$ cat config.mk
export PLATFORM = sky130hd
export DESIGN_NAME = dma_tx_frame_reader
export DESIGN_NICKNAME = d
export VERILOG_FILES = /design/src/rtl/dma_tx_frame_reader.sv
export SDC_FILE = /design/constraint.sdc
export NUM_CORES = 1
export LEC_CHECK = 0
export BUFFER_PORTS_ARGS = -buffer_cell sky130_fd_sc_hd__buf_2
export CORE_ASPECT_RATIO = 1.75
export CORE_UTILIZATION = 54
export DETAILED_ROUTE_END_ITERATION = 8
export GPL_TIMING_DRIVEN = 0
export PLACE_DENSITY_LB_ADDON = 0.3
export SYNTH_ARGS = -nofsm -noshare
export SYNTH_HDL_FRONTEND = slang
export SYNTH_SLANG_ARGS = --single-unit
$ cat constraint.sdc
create_clock -name clk -period 4 [get_ports clk]
set_input_delay 0.2 -clock clk [delete_from_list [all_inputs] [get_ports clk]]
set_output_delay 0.2 -clock clk [all_outputs]
set_load 0.01 [all_outputs]
$ cat src/rtl/dma_tx_frame_reader.sv
// dma_tx_frame_reader
//   Pulls length-prefixed frames from the 64-bit DMA packet FIFO, serialises
//   the payload little-end-byte-first to the MAC TX byte interface and appends
//   the Ethernet FCS (CRC-32, reflected 0xEDB88320).
//
// Optional build macro: DMA_TXF_PAD_EN
//   defined   -> payloads shorter than 60 bytes are zero-padded to 60 (pad is
//                covered by the FCS)
//   undefined -> short payloads go out unpadded
//
// Ports
//   clk, rst            clock, asynchronous active-high reset
//   fifo_data/empty     FIFO head word and empty flag
//   fifo_pull           pop FIFO head at next clk edge (combinational)
//   tx_data/valid/ready byte stream to MAC, valid/ready handshake
//   tx_sop/tx_eop       first payload byte / last FCS byte
//   len_err             one-cycle pulse when a header length is rejected
//   frame_cnt           frames fully sent (wraps)
//   busy                FSM not in IDLE
//
// state | meaning
// IDLE  | inter-frame gap countdown
// HDR   | pop and check length header
// LOAD  | pop next payload word into shift register
// BYTES | send payload bytes of current word
// PAD   | send zero pad bytes (DMA_TXF_PAD_EN only)
// FCS   | send 4 FCS bytes, LSB first
// DROP  | discard payload words of a rejected frame
module dma_tx_frame_reader #(
  parameter int DWIDTH     = 64,
  parameter int LWIDTH     = 16,
  parameter int MAX_LEN    = 1514,
  parameter int IFG_CYCLES = 12
) (
  input  logic              clk,
  input  logic              rst,
  input  logic [DWIDTH-1:0] fifo_data,
  input  logic              fifo_empty,
  output logic              fifo_pull,
  output logic [7:0]        tx_data,
  output logic              tx_valid,
  output logic              tx_sop,
  output logic              tx_eop,
  input  logic              tx_ready,
  output logic              len_err,
  output logic [15:0]       frame_cnt,
  output logic              busy
);

  localparam int IW = $clog2(IFG_CYCLES + 1);
  localparam logic [LWIDTH-1:0] MAX_L = LWIDTH'(MAX_LEN);

  typedef enum logic [2:0] {
    S_IDLE,
    S_HDR,
    S_LOAD,
    S_BYTES,
`ifdef DMA_TXF_PAD_EN
    S_PAD,
`endif
    S_FCS,
    S_DROP
  } state_t;

  state_t              state_q, state_d;
  logic [IW-1:0]       ifg_q;
  logic [LWIDTH-1:0]   rem_q;
  logic [LWIDTH:0]     words_q;
  logic [DWIDTH-1:0]   shreg_q;
  logic [2:0]          bidx_q;
  logic [1:0]          fidx_q;
  logic [31:0]         crc_q;
  logic                sop_q;
  logic [15:0]         frame_cnt_q;
`ifdef DMA_TXF_PAD_EN
  logic                short_q;
  logic [5:0]          pad_q;
`endif

  logic [LWIDTH-1:0]   hdr_len;
  logic [LWIDTH:0]     hdr_words;
  logic [31:0]         fcs_w;
  logic [31:0]         crc_upd;
  logic                hs;

  function automatic logic [31:0] crc_byte(input logic [31:0] c, input logic [7:0] d);
    logic [31:0] r;
    r = c ^ {24'h0, d};
    for (int i = 0; i < 8; i++)
      r = r[0] ? ((r >> 1) ^ 32'hEDB88320) : (r >> 1);
    return r;
  endfunction

  assign hdr_len   = fifo_data[LWIDTH-1:0];
  // word count in LWIDTH+1 bits so L near 2^LWIDTH cannot overflow
  assign hdr_words = ({1'b0, hdr_len} + (LWIDTH+1)'(7)) >> 3;
  assign fcs_w     = ~crc_q;
  assign crc_upd   = crc_byte(crc_q, tx_data);
  assign hs        = tx_valid & tx_ready;
  assign frame_cnt = frame_cnt_q;
  assign busy      = (state_q != S_IDLE);

  always_ff @(posedge clk or posedge rst) begin
    if (rst) state_q <= S_IDLE;
    else     state_q <= state_d;
  end

  always_comb begin
    state_d   = state_q;
    fifo_pull = 1'b0;
    tx_valid  = 1'b0;
    tx_data   = 8'h00;
    tx_sop    = 1'b0;
    tx_eop    = 1'b0;
    len_err   = 1'b0;
    case (state_q)
      S_IDLE: if (ifg_q == '0) state_d = S_HDR;
      S_HDR: begin
        if (!fifo_empty) begin
          fifo_pull = 1'b1;
          if (hdr_len == '0) begin
            len_err = 1'b1;
            state_d = S_IDLE;
          end else if (hdr_len > MAX_L) begin
            len_err = 1'b1;
            state_d = S_DROP;
          end else begin
            state_d = S_LOAD;
          end
        end
      end
      S_LOAD: begin
        if (!fifo_empty) begin
          fifo_pull = 1'b1;
          state_d   = S_BYTES;
        end
      end
      S_BYTES: begin
        tx_valid = 1'b1;
        tx_data  = shreg_q[7:0];
        tx_sop   = sop_q;
        if (tx_ready) begin
          if (rem_q == LWIDTH'(1)) begin
`ifdef DMA_TXF_PAD_EN
            state_d = short_q ? S_PAD : S_FCS;
`else
            state_d = S_FCS;
`endif
          end else if (bidx_q == 3'd7) begin
            state_d = S_LOAD;
          end
        end
      end
`ifdef DMA_TXF_PAD_EN
      S_PAD: begin
        tx_valid = 1'b1;
        if (tx_ready && pad_q == 6'd1) state_d = S_FCS;
      end
`endif
      S_FCS: begin
        tx_valid = 1'b1;
        case (fidx_q)
          2'd0:    tx_data = fcs_w[7:0];
          2'd1:    tx_data = fcs_w[15:8];
          2'd2:    tx_data = fcs_w[23:16];
          default: tx_data = fcs_w[31:24];
        endcase
        tx_eop = (fidx_q == 2'd3);
        if (tx_ready && fidx_q == 2'd3) state_d = S_IDLE;
      end
      S_DROP: begin
        if (!fifo_empty) begin
          fifo_pull = 1'b1;
          if (words_q == (LWIDTH+1)'(1)) state_d = S_IDLE;
        end
      end
      default: state_d = S_IDLE;
    endcase
  end

  always_ff @(posedge clk or posedge rst) begin
    if (rst) begin
      ifg_q       <= '0;
      rem_q       <= '0;
      words_q     <= '0;
      shreg_q     <= '0;
      bidx_q      <= '0;
      fidx_q      <= '0;
      crc_q       <= 32'hFFFFFFFF;
      sop_q       <= 1'b0;
      frame_cnt_q <= '0;
`ifdef DMA_TXF_PAD_EN
      short_q     <= 1'b0;
      pad_q       <= '0;
`endif
    end else begin
      case (state_q)
        S_IDLE: begin
          if (ifg_q != '0) ifg_q <= ifg_q - IW'(1);
          else             crc_q <= 32'hFFFFFFFF;
        end
        S_HDR: begin
          if (!fifo_empty) begin
            rem_q   <= hdr_len;
            words_q <= hdr_words;
            sop_q   <= 1'b1;
            fidx_q  <= '0;
`ifdef DMA_TXF_PAD_EN
            short_q <= (hdr_len < LWIDTH'(60));
            pad_q   <= 6'd60 - hdr_len[5:0];
`endif
          end
        end
        S_LOAD: begin
          if (!fifo_empty) begin
            shreg_q <= fifo_data;
            bidx_q  <= '0;
          end
        end
        S_BYTES: begin
          if (hs) begin
            crc_q   <= crc_upd;
            sop_q   <= 1'b0;
            rem_q   <= rem_q - LWIDTH'(1);
            shreg_q <= shreg_q >> 8;
            bidx_q  <= bidx_q + 3'd1;
          end
        end
`ifdef DMA_TXF_PAD_EN
        S_PAD: begin
          if (hs) begin
            crc_q <= crc_upd;
            pad_q <= pad_q - 6'd1;
          end
        end
`endif
        S_FCS: begin
          if (hs) begin
            fidx_q <= fidx_q + 2'd1;
            if (fidx_q == 2'd3) begin
              frame_cnt_q <= frame_cnt_q + 16'd1;
              ifg_q       <= IW'(IFG_CYCLES);
            end
          end
        end
        S_DROP: begin
          if (!fifo_empty) words_q <= words_q - (LWIDTH+1)'(1);
        end
        default: ;
      endcase
    end
  end

endmodule

# ---- Yosys cells after proc, flatten, opt, wreduce, memory -nomap -nowiden
# Index checks and enable logic that the tools add are counted.
dict set report word_totals {
  regBits 158
  output_inout_bits 30
}
dict set report op_classes {
  addsub 7
  order_cmp 1
  n_eq_ne 24
  mux 56
  bitwise_logic 11
  n_reduce_logical 23
}
# cell count
set ops {}
lappend ops {{$mux 32} 10}
lappend ops {{$mux 64} 2}
lappend ops {{$pmux 64 s2} 1}
lappend ops {{$not 13->14} 8}
lappend ops {{$pmux 32 s2} 1}
lappend ops {{$mux 3} 13}
lappend ops {{$mux 17} 2}
lappend ops {{$pmux 17 s2} 1}
lappend ops {{$mux 16} 2}
lappend ops {{$not 32->32} 1}
lappend ops {{$pmux 16 s2} 1}
lappend ops {{$xor 32x8->32} 1}
lappend ops {{$ne 2x2->1 const B} 12}
lappend ops {{$pmux 8 s3} 1}
lappend ops {{$pmux 3 s6} 1}
lappend ops {{$reduce_and 3->1} 6}
lappend ops {{$add 16x3->17 const B} 1}
lappend ops {{$eq 17x1->1 const B} 1}
lappend ops {{$sub 17x1->17 const B} 1}
lappend ops {{$add 16x1->16 const B} 1}
lappend ops {{$eq 16x1->1 const B} 1}
lappend ops {{$gt 16x11->1 const B} 1}
lappend ops {{$logic_not 16->1} 1}
lappend ops {{$pmux 8 s2} 1}
lappend ops {{other kinds (29)} 51}

# ---- Longest topological paths before layout
# Gate-level depths: netlist of run 1.
dict set report logic_depth {
  word_depth 22
  ltp_mapped 11
}

# ---- Least setup slack after synthesis of run 1
# No wires, ideal clock.
dict set report synth_path {
  path_type {register -> register}
  startpoint {register fidx_q[0]}
  endpoint {register crc_q[19]}
  setup_ns 0.073
  arrival_time_ns 2.481
  required_time_ns 3.927
  path_slack_ns 1.446
  path_stages_with_launch 11
  path_cell_list {dfrtp_1 > ha_1 > buf_2 > buf_2 > and2_1 > a311oi_2 > o211ai_4 > xnor2_2 > xnor3_2 > xnor2_1 > a21oi_1}
}
dict set report synth_via {
  elab_chain_len 19
}
# item line
set synth_rtl {}
lappend synth_rtl {{from (decl)} 71} ;# logic [1:0] fidx_q;
lappend synth_rtl {{from (signal assigned)} 239} ;# fidx_q <= fidx_q + 2'd1;
lappend synth_rtl {{$eq 2x2->1, or another cell as far along} 162} ;# case (fidx_q)
lappend synth_rtl {{$pmux 8 s3 *} 162}
lappend synth_rtl {{$pmux 8 s2 *} 116} ;# case (state_q)
lappend synth_rtl {{$xor 32x8->32 *} 88} ;# r = c ^ {24'h0, d};
lappend synth_rtl {{$mux 32 * (2 in a row)} 90} ;# r = r[0] ? ((r >> 1) ^ 32'hEDB88320) : (r >> 1);
lappend synth_rtl {{$not 13->14 (no source line)} n/a}
lappend synth_rtl {{$mux 32 *} 90}
lappend synth_rtl {{$not 13->14 (no source line)} n/a}
lappend synth_rtl {{$mux 32 * (2 in a row)} 90}
lappend synth_rtl {{$not 13->14 (no source line)} n/a}
lappend synth_rtl {{$mux 32 *} 90}
lappend synth_rtl {{$not 13->14 (no source line)} n/a}
lappend synth_rtl {{$mux 32 *} 90}
lappend synth_rtl {{$not 13->14 (no source line)} n/a}
lappend synth_rtl {{$mux 32 *} 90}
lappend synth_rtl {{$mux 32 *} 221} ;# if (hs) begin
lappend synth_rtl {{$pmux 32 s2 *} 197} ;# case (state_q)
lappend synth_rtl {{to (signal assigned)} 222} ;# crc_q <= crc_upd;
lappend synth_rtl {{to (decl)} 72} ;# logic [31:0] crc_q;
# Mark *: on every way between the ends. The rest lies on a longest branch, timed or not. The select of a mux whose other input is x is not followed.
# A chain may end at the register's enable or synchronous reset.

# ---- Final worst setup path of run 1
dict set report layout_path {
  startpoint {register state_q[0]}
  endpoint {output tx_data[7]}
}
dict set report layout_via {
  elab_chain_len 2
}
# item line
set layout_rtl {}
lappend layout_rtl {{from (decl)} 65} ;# state_t state_q, state_d;
lappend layout_rtl {{from (signal assigned)} 105} ;# else state_q <= state_d;
lappend layout_rtl {{$eq 3x3->1 / $eq 3x2->1 (equally long branches)} 116}
lappend layout_rtl {{$pmux 8 s2 *} 116}
lappend layout_rtl {{to (decl)} 40} ;# output logic [7:0] tx_data,
# Mark *: on every way between the ends. The rest lies on a longest branch, timed or not.

==> results of run 1 <==
per-stage QoR:
stage          utilization, %  total power (uW)  hold slack, ns
2_1_floorplan               -              7150           0.305
3_3_place_gp             60.4              8300           0.393
3_5_place_dp             60.9              8470           0.261
4_1_cts                  65.1             10100         0.00213
5_1_grt                  65.1             10800         0.00992
6_report                 65.1             10100         0.00225
worst register-to-register path: stages (launching register included):
cell and delay, ns:
dfrtp_1 0.42, inv_1 0.11, ha_1 0.43, nor2b_1 0.29, o311ai_0 0.18, a211o_1 0.30, buf_4 0.19, xnor2_4 0.29
xnor2_4 0.19, xnor3_1 0.36, o22a_1 0.16
cells by family after synthesis:
kind of cell | Yosys count | synth area share [%]
simple gates | 432 | 20.8
compound gates | 273 | 20.1
xor+xnor | 86 | 10.4
buf+inv | 78 | 3.50
flops | 158 | 43.3
mux | 1 | 0.122
fa+ha+maj | 13 | 1.76
placed cells by master (no fill, tap or decap), types with 6 or more instances in the layout:
cell,synthesis,layout
clkbuf_16,0,17
a22oi_1,18,18
nor3_1,20,20
dfstp_2,32,32
nor2b_1,7,7
and3_1,6,6
o21ai_0,50,50
a31oi_1,41,41
nor2_1,109,109
or3_1,11,11
a21o_1,10,10
xnor2_1,46,46
nand3_1,28,28
xor2_1,25,25
o22ai_1,6,6
o22a_1,12,12
nand2_1,193,193
nor4_1,6,6
buf_2,6,102
dfrtp_1,126,126
a22o_1,6,6
clkbuf_1,51,51
nand4_1,7,7
dlygate4sd3_1,0,10
nand2b_1,17,17
a21oi_1,71,71
inv_1,15,14
and2_1,10,10
ha_1,13,13
per-layer routing:
layer | wire, microns | global-route usage [%]
met3 | 1360 | 4.92
met4 | 1380 | 17.1
met2 | 13800 | 55.9
met1 | 9410 | 33.6
met5 | 0 | 0
final cells by class:
cell class	count	area [sq um]
Timing Repair Buffer	110	661
Clock buffer	17	425
Multi-Input combinational cell	805	4910
Buffer	63	267
Tap cell	224	280
Clock inverter	15	166
Fill cell	1424	5760
Inverter	15	60.1
Sequential cell	158	3990
path summary, 6_finish.rpt:
| check | start | endpoint | cells past startpoint |
|---|---|---|---|
| min reg2reg | frame_cnt[15]$_DFFE_PP0P_ | frame_cnt[15]$_DFFE_PP0P_ | 1 |
| max | state_q[0]$_DFFE_PP0P_ | tx_data[7] | 9 |
| max reg2reg | fidx_q[0]$_DFFE_PP0P_ | crc_q[25]$_DFFE_PP1P_ | 10 |
| max in group asynchronous | rst | crc_q[7]$_DFFE_PP1P_ | 6 |
| min in group asynchronous | rst | words_q[6]$_DFFE_PP0P_ | 3 |
| min | fifo_data[50] | shreg_q[50]$_DFFE_PP0P_ | 3 |
state kept, by name, indices dropped and copies added, names as in the netlist:
register / cells
frame_cnt: 16
words_q: 17
sop_q: 1
rem_q: 16
bidx_q: 3
ifg_q: 4
fidx_q: 2
shreg_q: 64
state_q: 3
crc_q: 32
power by group:
part	internal, uW	switching [uW]	total (uW)
sequential	2420	594	3020
clock	837	792	1630
combinational	2390	3110	5500
==> flow_summary.yaml, run 1 <==
setup_path:
  cpMaxStageDelayCell: "clkbuf_1"
  path_buf_inv: 6
  cp_max_fo: 10
  r2r_slack_ns: 1.01
  cp_top_family: "buffers and inverters"
  cp-start-kind: "flip-flop"
  cp-end-kind: "output pin"
  cpPeakStageDelay_ns: 0.57
  crit_top_cell: "buf_2"
  worst-endpoint-arrival_ns: 3.20
  path_cells: "buf_2 -> and3b_1 -> buf_4 -> buf_2 -> clkbuf_1 -> clkbuf_1 -> nand2_1 -> o31ai_1 -> buf_2"
  critical_path_required_ns: 3.80
  worstSetupPathType: "flip-flop to output pin"
clock_network:
  post_cts_buffers: 0
  path_clk_slew_ns: 0.08
  cts.sink_count: 158
  htreeDepth: 4
  clock-root-buffer: "clkbuf_16"
  cts_tree: "yes"
  clk_latency_ns: 0.44
  cts_resized: 0
  cts_made_buffers: 17
  cts_buffer_depth: 2
  ctsHoldBuffers: 10
drt:
  vias: 8343
  drt-initial-drc-count: 588
  drc: 0
  wire_per_inst_microns: 18.4
  ant_nets: 0
  drtPass1Iterations: 5
  wl_mm: 25.9
  vias_per_cell: 5.93
synth:
  syn_area_per_cell_sq_um: 8.86
  async_reset_ff_share_pct: 100
  synth_top_cell_by_area: "dfrtp_1"
  synth.most_common_cell: "nand2_1"
  synthCells: 1041
  syn_area_sq_um: 9220
  ys_warn_count: 0
  synth_edf_count: 0
  synth.distinct_cells: 71
  synth-seq-cells: 158
  synth_nets: 1122
  synth_area_leaders: "dfrtp_1, dfstp_2, nand2_1"
  synth_top_area_share_pct: 34.2
  synth_common_cells: "nand2_1, dfrtp_1, nor2_1, a21oi_1, clkbuf_1"
  ys.flop_type: "dfrtp_1"
  ys_seq_area_share_pct: 43.3
finish:
  antenna_cells: 0
  fin_nets: 1251
  area_growth_pct: 16.7
  stdcell_count: 1407
  layout-drive-gt1-share_pct: 17.2
  final_area_sq_um: 10800
timing:
  max_freq_mhz: 294
  period_needed_ns: 3.40
  fin_crit_sh_pct: 85.1
  fin_skew_ns: 0.0209
  setup_ws_ns: 0.597
  finalSetupViolCount: 0
  slew_headroom_pct: 32.7
  rsz0062_at_grt: "false"
  hold_viol_final: 0
  setup_tns_ns: 0
  worstMarginPinSlew_ns: 0.996
  slew_viol_final: 0
global_routing:
  grt_pass1_wl_mm: 41.5
  antenna_found_initial: 0
  grt_overflow: 0
  grt_pass1_vias: 8302
  track_usage_pct: 30.8
  grt_start_max_net_pins: 42
power:
  power_density_nw_per_um2: 943
  power_leakage_uw: 0.00471
  ir_worst_vdd_mv: 0.532
place:
  io_buffers: 96
  place_hpwl_mm: 18.9
  dpl.cell_count: 1365
  globalplace.congestion: 0.933
  place_worst_setup_slack_ns: 1.05
  placed_cell_area_sq_um: 10100
die:
  dieHeight_microns: 175
  num_io_pins: 98
  core_sq_um: 16500
  fp.dieW_microns: 101
  num_rows: 62
  start_util_pct: 55.8
  die-area_sq_um: 17600
job:
  maxCapViolCount: 0
hold_path:
  hold_class: "input port to flip-flop"
run_status:
  status: "finished, final reports clean"
No activity file was read; power rests on OpenSTA's default activity.
==> run 2: changes to the inputs <==
Settings changed: ABC_AREA from default to 1.
==> flow_summary.yaml, run 2 <==
run_status:
  status: "finished, final reports clean"
clock_network:
  cts_buffer_depth: 2
  post_cts_buffers: 0
  cts_resized: 0
  clock-root-buffer: "clkbuf_16"
  cts_made_buffers: 17
  path_clk_slew_ns: 0.07
  cts.sink_count: 158
  ctsHoldBuffers: 9
  clk_latency_ns: 0.44
  htreeDepth: 4
  cts_tree: "yes"
die:
  num_rows: 64
  core_sq_um: 17500
  start_util_pct: 55.2
  num_io_pins: 98
  dieHeight_microns: 179
  die-area_sq_um: 18400
  fp.dieW_microns: 103
finish:
  fin_nets: 1567
  fill_cells: 1636
  utilization_pct: 64.0
  largest_reg_flops: 64
  area_growth_pct: 16.0
  antenna_cells: 0
  layout_common_cells: "nand2_1, inv_1, dfrtp_1"
  largestRegisters: "shreg_q: 64 flops, crc_q: 32 flops, words_q: 17 flops"
  largest_register: "shreg_q"
  mostFrequentLayoutCell: "nand2_1"
  layout-drive-gt1-share_pct: 13.7
drt:
  vias: 9683
  m1WireLength_mm: 10.2
  drc: 0
  top_layer: "met4"
  met2_length_mm: 15.0
  dr_wl_met3_mm: 1.39
  ant_nets: 0
  drt-initial-drc-count: 543
  drtPass1Iterations: 7
  vias_per_cell: 5.60
  wire_per_inst_microns: 16.7
  wl_mm: 28.8
setup_path:
  critical_path_required_ns: 4.38
  path_buf_inv: 5
  worst-endpoint-arrival_ns: 3.38
  cp_top_family: "simple AND/OR/NAND/NOR gates"
  r2r_slack_ns: 1.01
  path_cells: "inv_1 -> ha_1 -> clkbuf_1 -> nand2_1 -> nand2_1 -> inv_1 -> nand2_1 -> nand2_1 -> nand2_1 -> nand2_1 -> nand2_1 -> nand2_1 -> nand2_2 -> inv_1 -> nand2_1 -> nand2_1 -> inv_1 -> nand2_1 -> nand2_1 -> nand2_1 -> nand2_1"
  cp-start-kind: "flip-flop"
  worstSetupPathType: "flip-flop to flip-flop"
  cpPeakStageDelay_ns: 0.54
  cp-end-kind: "flip-flop"
  crit_top_cell: "nand2_1"
  cpMaxStageDelayCell: "clkbuf_1"
  cp_max_fo: 8
place:
  place_worst_setup_slack_ns: 1.07
  globalplace.congestion: 0.964
  io_buffers: 96
  place_hpwl_mm: 21.6
synth:
  synth_top_area_share_pct: 32.7
  synth.most_common_cell: "nand2_1"
  synth.distinct_cells: 44
  ys_seq_area_share_pct: 41.4
  synth_top_cell_by_area: "dfrtp_1"
  synthCells: 1358
  ys_warn_count: 0
  async_reset_ff_share_pct: 100
  ys.flop_type: "dfrtp_1"
  synth-seq-cells: 158
  synth_area_leaders: "dfrtp_1, nand2_1, dfstp_2"
  synth_common_cells: "nand2_1, inv_1, dfrtp_1, o21ai_0, nand3_1"
  syn_area_per_cell_sq_um: 7.10
  synth_nets: 1439
  syn_area_sq_um: 9640
  synth_edf_count: 0
power:
  p_sw_uw: 3230
  pwr-share-comb_pct: 42.5
  p_int_uw: 4180
  netSwitchingFraction_pct: 43.6
  power_frac_clock_pct: 22.6
  ir_worst_vdd_mv: 0.555
  power_leakage_uw: 0.00573
  pwr-share-seq_pct: 34.9
  power_density_nw_per_um2: 662
  finalPower_uw: 7400
timing:
  setup_tns_ns: 0
  fin_skew_ns: 0.00816
  finalSetupViolCount: 0
  max_freq_mhz: 334
  fin_crit_sh_pct: 74.9
  rsz0062_at_grt: "false"
  setup_ws_ns: 1.01
  hold_viol_final: 0
  whs_ns: 0.0175
  slew_headroom_pct: 37.2
  period_needed_ns: 2.99
  worstMarginPinSlew_ns: 0.938
  slew_viol_final: 0
global_routing:
  grt_overflow: 0
  grt_pass1_wl_mm: 45.9
  grt_pass1_vias: 9444
  grt_start_max_net_pins: 43
  track_usage_pct: 33.4
  antenna_found_initial: 0
job:
  maxCapViolCount: 0
hold_path:
  hold_class: "input port to flip-flop"
==> run 2: power groups by stage <==
stage | logic, uW | clock network, uW | registers (uW)
after floorplan | 2240 | 0 | 2500
after global placement | 2970 | 0 | 2580
after detailed placement | 3060 | 0 | 2600
after CTS | 3100 | 1690 | 2570
after global routing | 3540 | 1740 | 2640
final | 3140 | 1680 | 2590
==> run 2: cells by family after synthesis <==
family          Yosys count  synth area share [%]
simple gates            653                  28.3
compound gates          256                  15.6
buf+inv                 242                  9.65
flops                   158                  41.4
xor+xnor                 33                  3.00
fa+ha+maj                13                  1.69
mux                       3                 0.325
==> run 2: worst min-delay path, delay by kind of cell <==
kind | cells | cell delay [ns]
buffers and inverters | 1 | 0.07
AO/OA/AOI/OAI | 2 | 0.15
==> run 2: area by class of cell <==
type / count / area (sq um) / area share, %
timing repair buffer: 109 / 651 / 5.82
multi-input combinational: 958 / 4710 / 42.2
buffer: 47 / 198 / 1.77
tap: 231 / 289 / 2.59
clock buffer: 19 / 443 / 3.96
clock inverter: 13 / 156 / 1.40
inverter: 195 / 736 / 6.58
sequential: 158 / 3990 / 35.7
==> run 2: worst paths after layout <==
check                                          startpoint                         to  cells past startpoint
worst max-delay path                fidx_q[0]$_DFFE_PP0P_      crc_q[26]$_DFFE_PP1P_                     21
worst min-delay path                        fifo_data[29]    shreg_q[29]$_DFFE_PP0P_                      3
worst max register to register      fidx_q[0]$_DFFE_PP0P_      crc_q[26]$_DFFE_PP1P_                     21
worst min register to register  frame_cnt[15]$_DFFE_PP0P_  frame_cnt[15]$_DFFE_PP0P_                      1
max in group asynchronous                             rst      crc_q[17]$_DFFE_PP1P_                      5
min in group asynchronous                             rst    shreg_q[20]$_DFFE_PP0P_                      3
==> run 2: per-layer routing <==
layer	vias to the layer above	track usage, %
met4	0	25.8
met2	385	59.5
met1	4516	34.1
met3	134	5.15
li1	4648	-
met5	-	0
==> run 2: metrics by stage <==
step	instance area [sq um]	instances
after floorplan	9640	1358
after global placement	10400	1685
after detailed placement	10500	1689
after CTS	11200	1730
after global routing	11200	1730
final	11200	1730
==> run 3: changes to the inputs <==
Settings changed: CORE_UTILIZATION 54 to 55.
Clock period 4 ns to 3.05 ns, I/O delays scaled along.
==> flow_summary.yaml, run 3 (synthesis gave the netlist of run 2 again) <==
job:
  maxCapViolCount: 0
finish:
  largestRegisters: "shreg_q: 64 flops, crc_q: 32 flops, words_q: 17 flops"
  layout_common_cells: "nand2_1, inv_1, dfrtp_1"
  largest_reg_flops: 64
  fin_nets: 1593
  layout-drive-gt1-share_pct: 13.6
  area_growth_pct: 18.6
  antenna_cells: 0
  largest_register: "shreg_q"
  mostFrequentLayoutCell: "nand2_1"
  utilization_pct: 67.1
  final_area_sq_um: 11400
timing:
  period_needed_ns: 2.87
  fin_crit_sh_pct: 94.1
  worstMarginPinSlew_ns: 0.929
  whs_ns: 0.00845
  hold_viol_final: 0
  slew_viol_final: 0
  finalSetupViolCount: 0
  rsz0062_at_grt: "true"
  slew_headroom_pct: 37.8
  max_freq_mhz: 348
  fin_skew_ns: 0.00930
drt:
  vias: 9931
  wl_mm: 29.4
  ant_nets: 0
  drc: 0
  drt-initial-drc-count: 593
  vias_per_cell: 5.67
  wire_per_inst_microns: 16.8
  drtPass1Iterations: 6
die:
  die-area_sq_um: 18100
  core_sq_um: 17000
  num_io_pins: 98
  num_rows: 63
  fp.dieW_microns: 102
  start_util_pct: 56.6
  dieHeight_microns: 177
power:
  ir_worst_vdd_mv: 0.516
  power_leakage_uw: 0.00583
  power_density_nw_per_um2: 847
global_routing:
  grt_pass1_vias: 9644
  grt_start_max_net_pins: 42
  grt_overflow: 0
  antenna_found_initial: 0
  track_usage_pct: 34.3
  grt_pass1_wl_mm: 46.8
clock_network:
  cts_tree: "yes"
  htreeDepth: 4
  cts_made_buffers: 17
  clk_latency_ns: 0.44
  cts.sink_count: 158
  post_cts_buffers: 0
  cts_buffer_depth: 2
  clock-root-buffer: "clkbuf_16"
  path_clk_slew_ns: 0.07
setup_path:
  cp-end-kind: "flip-flop"
  crit_top_cell: "buf_2"
  critical_path_required_ns: 3.42
  worstSetupPathType: "flip-flop to flip-flop"
  r2r-start: "state_q[2]$_DFFE_PP0P_"
  worst-endpoint-arrival_ns: 3.24
  setup.worst_path.start: "state_q[2]$_DFFE_PP0P_"
  cpPeakStageDelay_ns: 0.48
  path_cells: "buf_2 -> nor3_4 -> buf_2 -> nand2_1 -> nand3_1 -> clkinvlp_4 -> buf_2 -> o22ai_1 -> inv_1"
  cp-start-kind: "flip-flop"
  cpMaxStageDelayCell: "nor3_4"
  cp_max_fo: 10
place:
  globalplace.congestion: 0.954
  place_hpwl_mm: 21.6
  placed_cell_area_sq_um: 10500
  io_buffers: 96
hold_path:
  hold_class: "input port to async pin"
run_status:
  status: "finished, final reports clean"
==> run 3: final timing paths <==
path	to	slack, ns	cells past startpoint
max	crc_q[9]$_DFFE_PP1P_	0.18	9
min	crc_q[6]$_DFFE_PP1P_	0.008	2
max reg2reg	crc_q[9]$_DFFE_PP1P_	0.18	9
min reg2reg	words_q[16]$_DFFE_PP0P_	0.48	1
max in group asynchronous	crc_q[9]$_DFFE_PP1P_	2.44	4
min in group clk	shreg_q[19]$_DFFE_PP0P_	0.01	3
==> run 3: power breakdown <==
group          leakage [uW]  internal (uW)  total, uW  switching, uW
logic               0.00364           1300       4150           2840
clock network      0.000284           1180       2130            947
registers           0.00191           2950       3400            445
total               0.00583           5440       9670           4240
==> run 3: repair_timing <==
action                                  in CTS  in global routing
hold endpoints to repair                    36                  0
endpoints found under the setup margin       0                  3
hold buffers                                36                  0
gates resized for setup                      0                  1
==> run 3: critical path, delay by kind of cell, from the launching register on <==
| family | cells | cell delay [ns] |
|---|---|---|
| AOI/OAI and AO/OA | 1 | 0.17 |
| buffers and inverters | 5 | 1.30 |
| DFF | 1 | 0.35 |
| and+or+nand+nor | 3 | 0.93 |
==> run 3: area by class of cell <==
type | count | area (sq um)
Tap cell | 227 | 284
Sequential cell | 158 | 3990
Inverter | 195 | 739
Clock inverter | 13 | 126
Clock buffer | 19 | 453
Multi-Input combinational cell | 958 | 4710
Timing Repair Buffer | 136 | 921
Fill cell | 1525 | 5600
Buffer | 46 | 194
==> run 3: through the flow <==
| step | power [uW] | setup TNS, ns | setup WS [ns] | std cells |
|---|---|---|---|---|
| 2_1_floorplan | 6220 | 0 | 0.900 | 1358 |
| 3_3_place_gp | 7270 | -18.94 | -0.168 | 1681 |
| 3_5_place_dp | 7430 | 0 | 0.156 | 1685 |
| 4_1_cts | 9610 | 0 | 0.144 | 1753 |
| 5_1_grt | 10300 | -0.00909 | -0.00909 | 1752 |
| 6_report | 9670 | 0 | 0.180 | 1752 |
==> run 3: layer usage <==
metal	track usage, %	up-vias	part of all wire [%]
met5	0	-	0
met4	26.0	0	7.9
met2	61.2	409	52
li1	-	4713	-
met3	6.00	149	5.1
met1	34.7	4660	35
